$ cat src/rtl/mmio_mapper_pkg.sv
// mmio_mapper_pkg: shared FSM encoding, register offsets and status bit positions
package mmio_mapper_pkg;
  typedef enum logic [1:0] {IDLE, RAM_ACC, IO_ACC, TX_WAIT} state_e;
  typedef enum logic {REG_DATA = 1'b0, REG_STATUS = 1'b1} reg_e;
  localparam int STAT_TX_RDY = 0;
  localparam int STAT_RX_AVL = 1;
endpackage

$ cat src/rtl/mmio_decode.sv
// mmio_decode: combinational split of an address into I/O window, channel and register
module mmio_decode
  import mmio_mapper_pkg::*;
#(
  parameter int ADDR_W = 16,
  parameter int N_UART = 2,
  parameter logic [ADDR_W-1:0] IO_BASE = 16'hBF00
) (
  input  logic [ADDR_W-1:0] addr_i,
  output logic              is_io_o,
  output logic              is_mapped_o,
  output logic [2:0]        chan_o,
  output logic              is_status_o
);
  assign is_io_o     = addr_i[ADDR_W-1:4] == IO_BASE[ADDR_W-1:4];
  assign chan_o      = addr_i[3:1];
  assign is_status_o = reg_e'(addr_i[0]) == REG_STATUS;
  assign is_mapped_o = is_io_o && (int'(chan_o) < N_UART);
endmodule

$ cat src/rtl/mmio_mapper.sv
// mmio_mapper: CPU access sequencer routing to wait-stated RAM or a small UART register window
module mmio_mapper
  import mmio_mapper_pkg::*;
#(
  parameter int ADDR_W = 16,
  parameter int DATA_W = 16,
  parameter int N_UART = 2,
  parameter logic [ADDR_W-1:0] IO_BASE = 16'hBF00,
  parameter int RAM_WAIT = 1
) (
  input  logic                clk,
  input  logic                rst,
  input  logic                req,
  input  logic                we,
  input  logic [ADDR_W-1:0]   addr,
  input  logic [DATA_W-1:0]   wdata,
  output logic [DATA_W-1:0]   rdata,
  output logic                ready,
  output logic [ADDR_W-1:0]   ram_addr,
  output logic [DATA_W-1:0]   ram_wdata,
  input  logic [DATA_W-1:0]   ram_rdata,
  output logic                ram_oe,
  output logic                ram_we,
  input  logic [8*N_UART-1:0] rx_data,
  input  logic [N_UART-1:0]   rx_valid,
  output logic [N_UART-1:0]   rx_ack,
  output logic [7:0]          tx_data,
  output logic [N_UART-1:0]   tx_start,
  input  logic [N_UART-1:0]   tx_busy
);
  state_e              state_q, state_d;
  logic [3:0]          cnt_q, cnt_d;
  logic [ADDR_W-1:0]   addr_q, dec_addr;
  logic [DATA_W-1:0]   wdata_q, rdata_q, rdata_d, io_rdata;
  logic                we_q;
  logic                is_io, is_mapped, is_status, is_data;
  logic [2:0]          chan;
  logic [7:0]          rxv, txb, ack8, start8;
  logic [63:0]         rxd;

  // widen channel vectors to 8 lanes so a 3-bit channel index is always in range
  assign rxv = 8'(rx_valid);
  assign txb = 8'(tx_busy);
  assign rxd = 64'(rx_data);
  // in IDLE the live address picks the next state; afterwards the latched one drives decode
  assign dec_addr = state_q == IDLE ? addr : addr_q;
  assign is_data  = is_mapped && !is_status;

  mmio_decode #(.ADDR_W(ADDR_W), .N_UART(N_UART), .IO_BASE(IO_BASE)) u_dec (
    .addr_i      (dec_addr),
    .is_io_o     (is_io),
    .is_mapped_o (is_mapped),
    .chan_o      (chan),
    .is_status_o (is_status)
  );

  // I/O read value, resolved from the channel inputs of the completing cycle
  always_comb begin
    io_rdata = '0;
    if (is_mapped && is_status) begin
      io_rdata[STAT_TX_RDY] = ~txb[chan];
      io_rdata[STAT_RX_AVL] = rxv[chan];
    end else if (is_mapped && rxv[chan]) begin
      io_rdata = DATA_W'(rxd[{chan, 3'b000} +: 8]);
    end
  end

  // next-state, strobes and completion pulse
  always_comb begin
    state_d = state_q;
    cnt_d   = cnt_q;
    rdata_d = rdata_q;
    ready   = 1'b0;
    ram_oe  = 1'b0;
    ram_we  = 1'b0;
    ack8    = '0;
    start8  = '0;
    case (state_q)
      IDLE: begin
        cnt_d = '0;
        if (req) state_d = is_io ? IO_ACC : RAM_ACC;
      end
      RAM_ACC: begin
        ram_oe = ~we_q;
        ram_we = we_q;
        cnt_d  = cnt_q + 4'd1;
        if (cnt_q == 4'(RAM_WAIT)) begin
          ready   = 1'b1;
          state_d = IDLE;
          rdata_d = we_q ? rdata_q : ram_rdata;
        end
      end
      IO_ACC, TX_WAIT: begin
        if (is_data && we_q && txb[chan]) begin
          state_d = TX_WAIT;
        end else begin
          ready   = 1'b1;
          state_d = IDLE;
          rdata_d = we_q ? rdata_q : io_rdata;
          ack8[chan]   = is_data && !we_q && rxv[chan];
          start8[chan] = is_data && we_q;
        end
      end
      default: state_d = IDLE;
    endcase
  end

  assign rx_ack    = N_UART'(ack8);
  assign tx_start  = N_UART'(start8);
  assign tx_data   = |start8 ? wdata_q[7:0] : 8'h00;
  assign ram_addr  = addr_q;
  assign ram_wdata = wdata_q;
  assign rdata     = rdata_q;

  // state and request latches; the request is captured only when sampled in IDLE
  always_ff @(posedge clk or negedge rst) begin
    if (!rst) begin
      state_q <= IDLE;
      cnt_q   <= '0;
      addr_q  <= '0;
      wdata_q <= '0;
      we_q    <= 1'b0;
      rdata_q <= '0;
    end else begin
      state_q <= state_d;
      cnt_q   <= cnt_d;
      rdata_q <= rdata_d;
      if (state_q == IDLE && req) begin
        addr_q  <= addr;
        wdata_q <= wdata;
        we_q    <= we;
      end
    end
  end
endmodule

$ cat config.mk
export PLATFORM = sky130hd
export DESIGN_NAME = mmio_mapper
export DESIGN_NICKNAME = d
export VERILOG_FILES = /design/src/rtl/mmio_mapper_pkg.sv /design/src/rtl/mmio_decode.sv /design/src/rtl/mmio_mapper.sv
export SDC_FILE = /design/constraint.sdc
export NUM_CORES = 1
export LEC_CHECK = 0
export CORE_MARGIN = 2
export CORE_UTILIZATION = 41
export CTS_CLUSTER_DIAMETER = 40
export DETAILED_ROUTE_END_ITERATION = 10
export MAX_ROUTING_LAYER = met4
export PLACE_DENSITY = 0.81
export SETUP_SLACK_MARGIN = 0.3
export SLEW_MARGIN = 10
export SYNTH_ARGS = -nofsm -noshare
export SYNTH_HDL_FRONTEND = slang
export SYNTH_HIERARCHICAL = 1
export SYNTH_SLANG_ARGS = --single-unit
$ cat constraint.sdc
create_clock -name clk -period 5.4 [get_ports clk]
set_input_delay 1.35 -clock clk [delete_from_list [all_inputs] [get_ports clk]]
set_output_delay 1.35 -clock clk [all_outputs]
set_load 0.05 [all_outputs]
* After elaboration in Yosys (flattened, before gate mapping)
Cells that the tools add are included.
** Word-level totals
- Flip-flop bits (word level) :: 55
- Input port bits :: 72
- Output and inout bits :: 63
- Logic and storage cells :: 75
** Cells by class
- $add $sub $neg :: 1
- Order comparisons :: 3
- Eq/ne operators :: 10
- Shifts and indexed selects :: 1
- Muxes and demuxes :: 31
- Bitwise logic cells :: 4
- Reductions and logical operators :: 19
** Operator list (count)
- $mux 16 :: 5
- $shiftx 64x7->8 :: 1
- $mux 8 :: 4
- $pmux 16 s2 :: 1
- $mux 14 :: 1
- $mux 2 :: 7
- $eq 12x12->1 const B :: 1
- $logic_and 1x1->1 :: 10
- $ne 2x2->1 const B :: 5
- $and 8x8->8 :: 1
- $pmux 4 s2 :: 1
- $reduce_or 8->1 :: 1
- $mux 1 :: 7
- $bmux 1 s3 :: 2
- $pmux 2 s3 :: 1
- $reduce_and 5->1 :: 1
- $add 4x1->4 const B :: 1
- $eq 2x2->1 const B :: 2
- $eq 4x1->1 const B :: 1
- $lt 3x4->1 const B :: 1
- $reduce_bool 2->1 :: 2
- $demux 1 s3 :: 1
- $ge 3x1->1 const B :: 1
- $lt 3x2->1 const B :: 1
- 8 further kinds :: 10

* Depth between registers and ports, before layout
- Depth after elaboration :: 11
- Mapped depth :: 10
- Mapped depth without buffers :: 8

* Modules after synthesis
Netlist, hierarchy kept.
** By module, submodules not included
- mmio_mapper :: times used 1, cells an instance 222, area each 2737.6 sq um, seq. area each 1376.3 sq um
- mmio_decode :: times used 1, cells an instance 10, area each 81.3 sq um, seq. area each 0.0 sq um

* Worst setup path before layout
OpenSTA, ideal clock, no wires.
- Path kind :: input to output
- From :: in addr[14]
- To :: out tx_start[1]
- Arrival :: 4.340 ns
- Data required time :: 4.050 ns
- Slack :: -0.290 ns
- Stages on the path :: 5
- Path buffers :: 0
- Cell sequence :: mux2_2 or4b_1 nor4b_2 nand3_1 nor4b_1
** On the way
- Longest elaborated chain between the ends :: 8
- Elaborated cells on any way between the ends :: 9
- Those cells by class :: eq/ne: 1; mux: 3; bitwise: 1; reduce/logical: 4
** RTL lines
- start, declared :: line mmio_mapper.sv:15 : input logic [ADDR_W-1:0] addr,
- $mux 16 (*) :: line mmio_mapper.sv:46 : assign dec_addr = state_q == IDLE ? addr : addr_q;
- $eq 12x12->1 (*) :: line mmio_decode.sv:15 : assign is_io_o = addr_i[ADDR_W-1:4] == IO_BASE[ADDR_W-1:4];
- $logic_and 1x1->1 (*) :: line mmio_decode.sv:18 : assign is_mapped_o = is_io_o && (int'(chan_o) < N_UART);
- net is_mapped :: line mmio_mapper.sv:36 : logic is_io, is_mapped, is_status, is_data;
- $logic_and 1x1->1 (*) :: line mmio_mapper.sv:47 : assign is_data = is_mapped && !is_status;
- $logic_and 1x1->1 (*) :: line mmio_mapper.sv:94, mmio_mapper.sv:101
- $and 8x8->8 (no line) or $logic_and 1x1->1 (tied branches)
- $mux 8 (*) :: line mmio_mapper.sv:94 : if (is_data && we_q && txb[chan]) begin
- $mux 8 (*) :: line mmio_mapper.sv:78 : case (state_q)
- end, declared :: line mmio_mapper.sv:28 : output logic [N_UART-1:0] tx_start,
The timed path passes the listed nets; every way through them passes the cells marked *.

* Final worst setup path
- From :: in addr[6]
- To :: out rx_ack[0]
** On the way
- Longest elaborated chain between the ends :: 9
- Elaborated cells on any way between the ends :: 11
- Those cells by class :: eq/ne: 1; mux: 3; bitwise: 1; reduce/logical: 6
** RTL lines
- $mux 16 (*) :: line mmio_mapper.sv:46
- net dec_addr[6] :: line mmio_mapper.sv:33 : logic [ADDR_W-1:0] addr_q, dec_addr;
- $eq 12x12->1 (*) :: line mmio_decode.sv:15
- $logic_and 1x1->1 (*) :: line mmio_decode.sv:18
- net is_mapped :: line mmio_mapper.sv:36
- $logic_and 1x1->1 (*) :: line mmio_mapper.sv:47
- $logic_and 1x1->1 (2 in series) :: line mmio_mapper.sv:100 : ack8[chan] = is_data && !we_q && rxv[chan];
- $and 2x2->2 (no line)
- $mux 2 (*) :: line mmio_mapper.sv:94
- $mux 2 (*) :: line mmio_mapper.sv:78
- end, declared :: line mmio_mapper.sv:26 : output logic [N_UART-1:0] rx_ack,
Marks and branches as above.

==> impl_metrics.json <==
{
  "cts_inserted_buffers": 5,
  "postSynthCellCount": 232,
  "post-route-util_pct": 66.85,
  "hold_viol": 0,
  "min_to": "rdata[0]",
  "drt-met1-wl_mm": 3.069,
  "drt_iter0_drc": 61,
  "worstRegToRegCells": 10,
  "slowest_stage": "or4b_4",
  "highest_layer": "met4",
  "crit_required_ns": 4.05,
  "place_area_sq_mm": 0.004360,
  "grt_pass1_vias": 2329,
  "overflow": 0,
  "drt-total-wl_mm": 6.922,
  "fill_cells": 541,
  "dp_slack_ns": 0.04956,
  "ys_seq_area_share_pct": 48.82,
  "place_congestion": 0.8091,
  "fp-row-count": 30,
  "synthesis.area_sq_mm": 0.002819,
  "cpPeakStageDelay_ns": 0.55,
  "skew_ns": 0.004604,
  "status": "completed",
  "wl_met3_um": 421,
  "synth_area_leader_cell": "dfrtp_1",
  "clk_latency_ns": 0.30,
  "rr_endpoint": "rdata[7]",
  "async_flop_share_pct": 100.0,
  "fin_nets": 440,
  "dpl.cell_count": 437,
  "clockBufferDepth": 2,
  "ant_nets": 0,
  "critical_path_buf_inv_count": 2,
  "core_sq_mm": 0.006719,
  "root_buffer": "clkbuf_8",
  "critPathLaunchType": "input pin",
  "synth_cell_type_count": 40,
  "synth_edf_count": 0,
  "p_leak_nw": 1.831,
  "setup_viol": 0,
  "layout.cells.non_filler": 445,
  "synthTopCellsByArea": "dfrtp_1 49%, mux2_2 22%, a22o_1 3.1%",
  "areaGrowthSynthToFinish_pct": 59.34,
  "grt_pass1_wl_mm": 11.09,
  "avgViaCountPerCell": 5.151,
  "path_clk_slew_ns": 0.09,
  "rrSetupSlack_ns": 2.29,
  "wire_per_inst_um": 15.56,
  "fin_ws_ns": 0.4167,
  "holdWs_ns": 0.5088,
  "ios": 135,
  "grt_max_degree": 56,
  "hp-start": "rdata[0]",
  "cts_tree": "built",
  "r2r-start": "state_q[0]",
  "die_area_sq_mm": 0.007555,
  "grt_setup_unrepaired": "false",
  "power.total_mw": 2.696,
  "dp_hpwl_mm": 5.231,
  "antenna_found_initial": 0,
  "diodes": 0,
  "maxSlewViolCount": 0,
  "peakVddDrop_mv": 0.4433,
  "die_x_um": 86.92,
  "power-per-cell-area_mw_per_mm2": 600.1,
  "cp-end-kind": "output pin",
  "synth.top_cell.area_share_pct": 48.82,
  "syn_area_per_cell_sq_um": 12.15,
  "cp.arrival_ns": 3.63,
  "holdPathStages": 2,
  "first_pass_iters": 4,
  "fin_tns_setup_ns": 0,
  "cts.sinks": 55,
  "yosys_register_bits": 55,
  "fmax_mhz": 200.7,
  "final_area_sq_mm": 0.004492,
  "drive_gt1_share_pct": 28.22,
  "die_h_um": 86.92,
  "crit_fanout": 3,
  "path_delay_family": "simple AND/OR/NAND/NOR gates",
  "maxCapViolations": 0,
  "path_class": "input pin to output pin",
  "track_usage_pct": 19.24,
  "htreeDepth": 2,
  "slew_headroom_pct": 54.13,
  "layout.cells.most_common": "clkdlybuf4s50_1",
  "start_util_pct": 41.96,
  "syn_nets": 306,
  "port_buffers": 134,
  "wl_met2_mm": 3.328,
  "final_cell_mix": "116 x clkdlybuf4s50_1, 55 x dfrtp_1, 54 x mux2_2, 12 x buf_12, 11 x buf_4",
  "ys.flop_type": "dfrtp_1",
  "crit_path_cell_trace": "dlygate4sd2_1, mux2_2, or4b_4, nor4b_4, nand2_2, nor4_4, nor3b_4, buf_12",
  "hold_class": "flip-flop to flip-flop",
  "drc_errors": 0,
  "worstMarginPinSlew_ns": 0.6880,
  "fin_crit_sh_pct": 92.28,
  "post-route-min-period_ns": 4.983,
  "yosys_warnings": 6,
  "vias": 2292
}
-- registers in the layout (all words and copies together), names as in the netlist --
register	count
cnt_q	4
rdata	16
state_q	2
ram_wdata	16
ram_addr	16
we_q	1
-- layer usage --
layer,up-vias,global-route usage [%]
met5,-,-
met4,0,5.682
met3,9,3.886
met2,86,30.95
met1,1097,24.66
li1,1100,-
-- worst max path at each step --
stage | from | end | cells after the start
CTS | addr[15] | rx_ack[0] | 8
global placement | addr[14] | rx_ack[0] | 8
finish | addr[6] | rx_ack[0] | 8
floorplan | addr[14] | tx_start[1] | 5
global route | addr[6] | rx_ack[0] | 8
detailed placement | addr[14] | rx_ack[0] | 8
-- what timing repair did --
action,CTS,global route
setup endpoints to repair,12,10
resized for setup,7,5
hold buffers,0,0
buffers inserted,1,1
pin swaps,4,5
-- where the power goes --
group	internal, mW	total, mW	switching [mW]	leakage, nW
registers	0.605	0.753	0.148	0.659
clock network	0.0869	0.206	0.120	0.0371
logic	0.700	1.74	1.04	1.14
-- worst reg2reg max path, cell delays in order (launching register included) --
cell and delay, ns:
dfrtp_1 0.47, nor2_2 0.40, buf_4 0.31, mux2_4 0.19, or4b_4 0.49, nor4b_4 0.31, nand2_2 0.12, nor4_4 0.35
buf_4 0.21, a21oi_1 0.08, a21oi_2 0.13
-- area by class of cell --
class	count	area [sq um]	area share (%)
Tap cell	80	100.1	2.228
Timing Repair Buffer	144	1529	34.04
Clock buffer	6	72.57	1.616
Inverter	1	3.754	0.08357
Sequential cell	55	1376	30.64
Multi-Input combinational cell	159	1410	31.39
-- kinds of logic (layout without fill, tap and decap cells) --
group	after synthesis	after routing	synth area share [%]
muxes	61	61	24.15
and+or+nand+nor	60	60	13.23
DFF	55	55	48.82
AOI/OAI and AO/OA	36	36	9.277
buffers and inverters	18	151	3.639
adders and majority gates	2	2	0.8876
-- synthesized netlist by cell type, types with 2 or more instances --
library cell  count
buf_4             4
nand2b_1          3
nor2b_1          10
mux2i_1           5
o21ai_0           6
a22o_1           10
nor4_1            2
nand3_1           2
nor2_1           11
nand2_1           6
or2_2             2
a21oi_1          10
buf_2            10
dfrtp_1          55
nor3_1            4
mux2_2           56
and2_1           10
ha_1              2
a21oi_2           3
No activity file was read; power rests on OpenSTA's default activity.
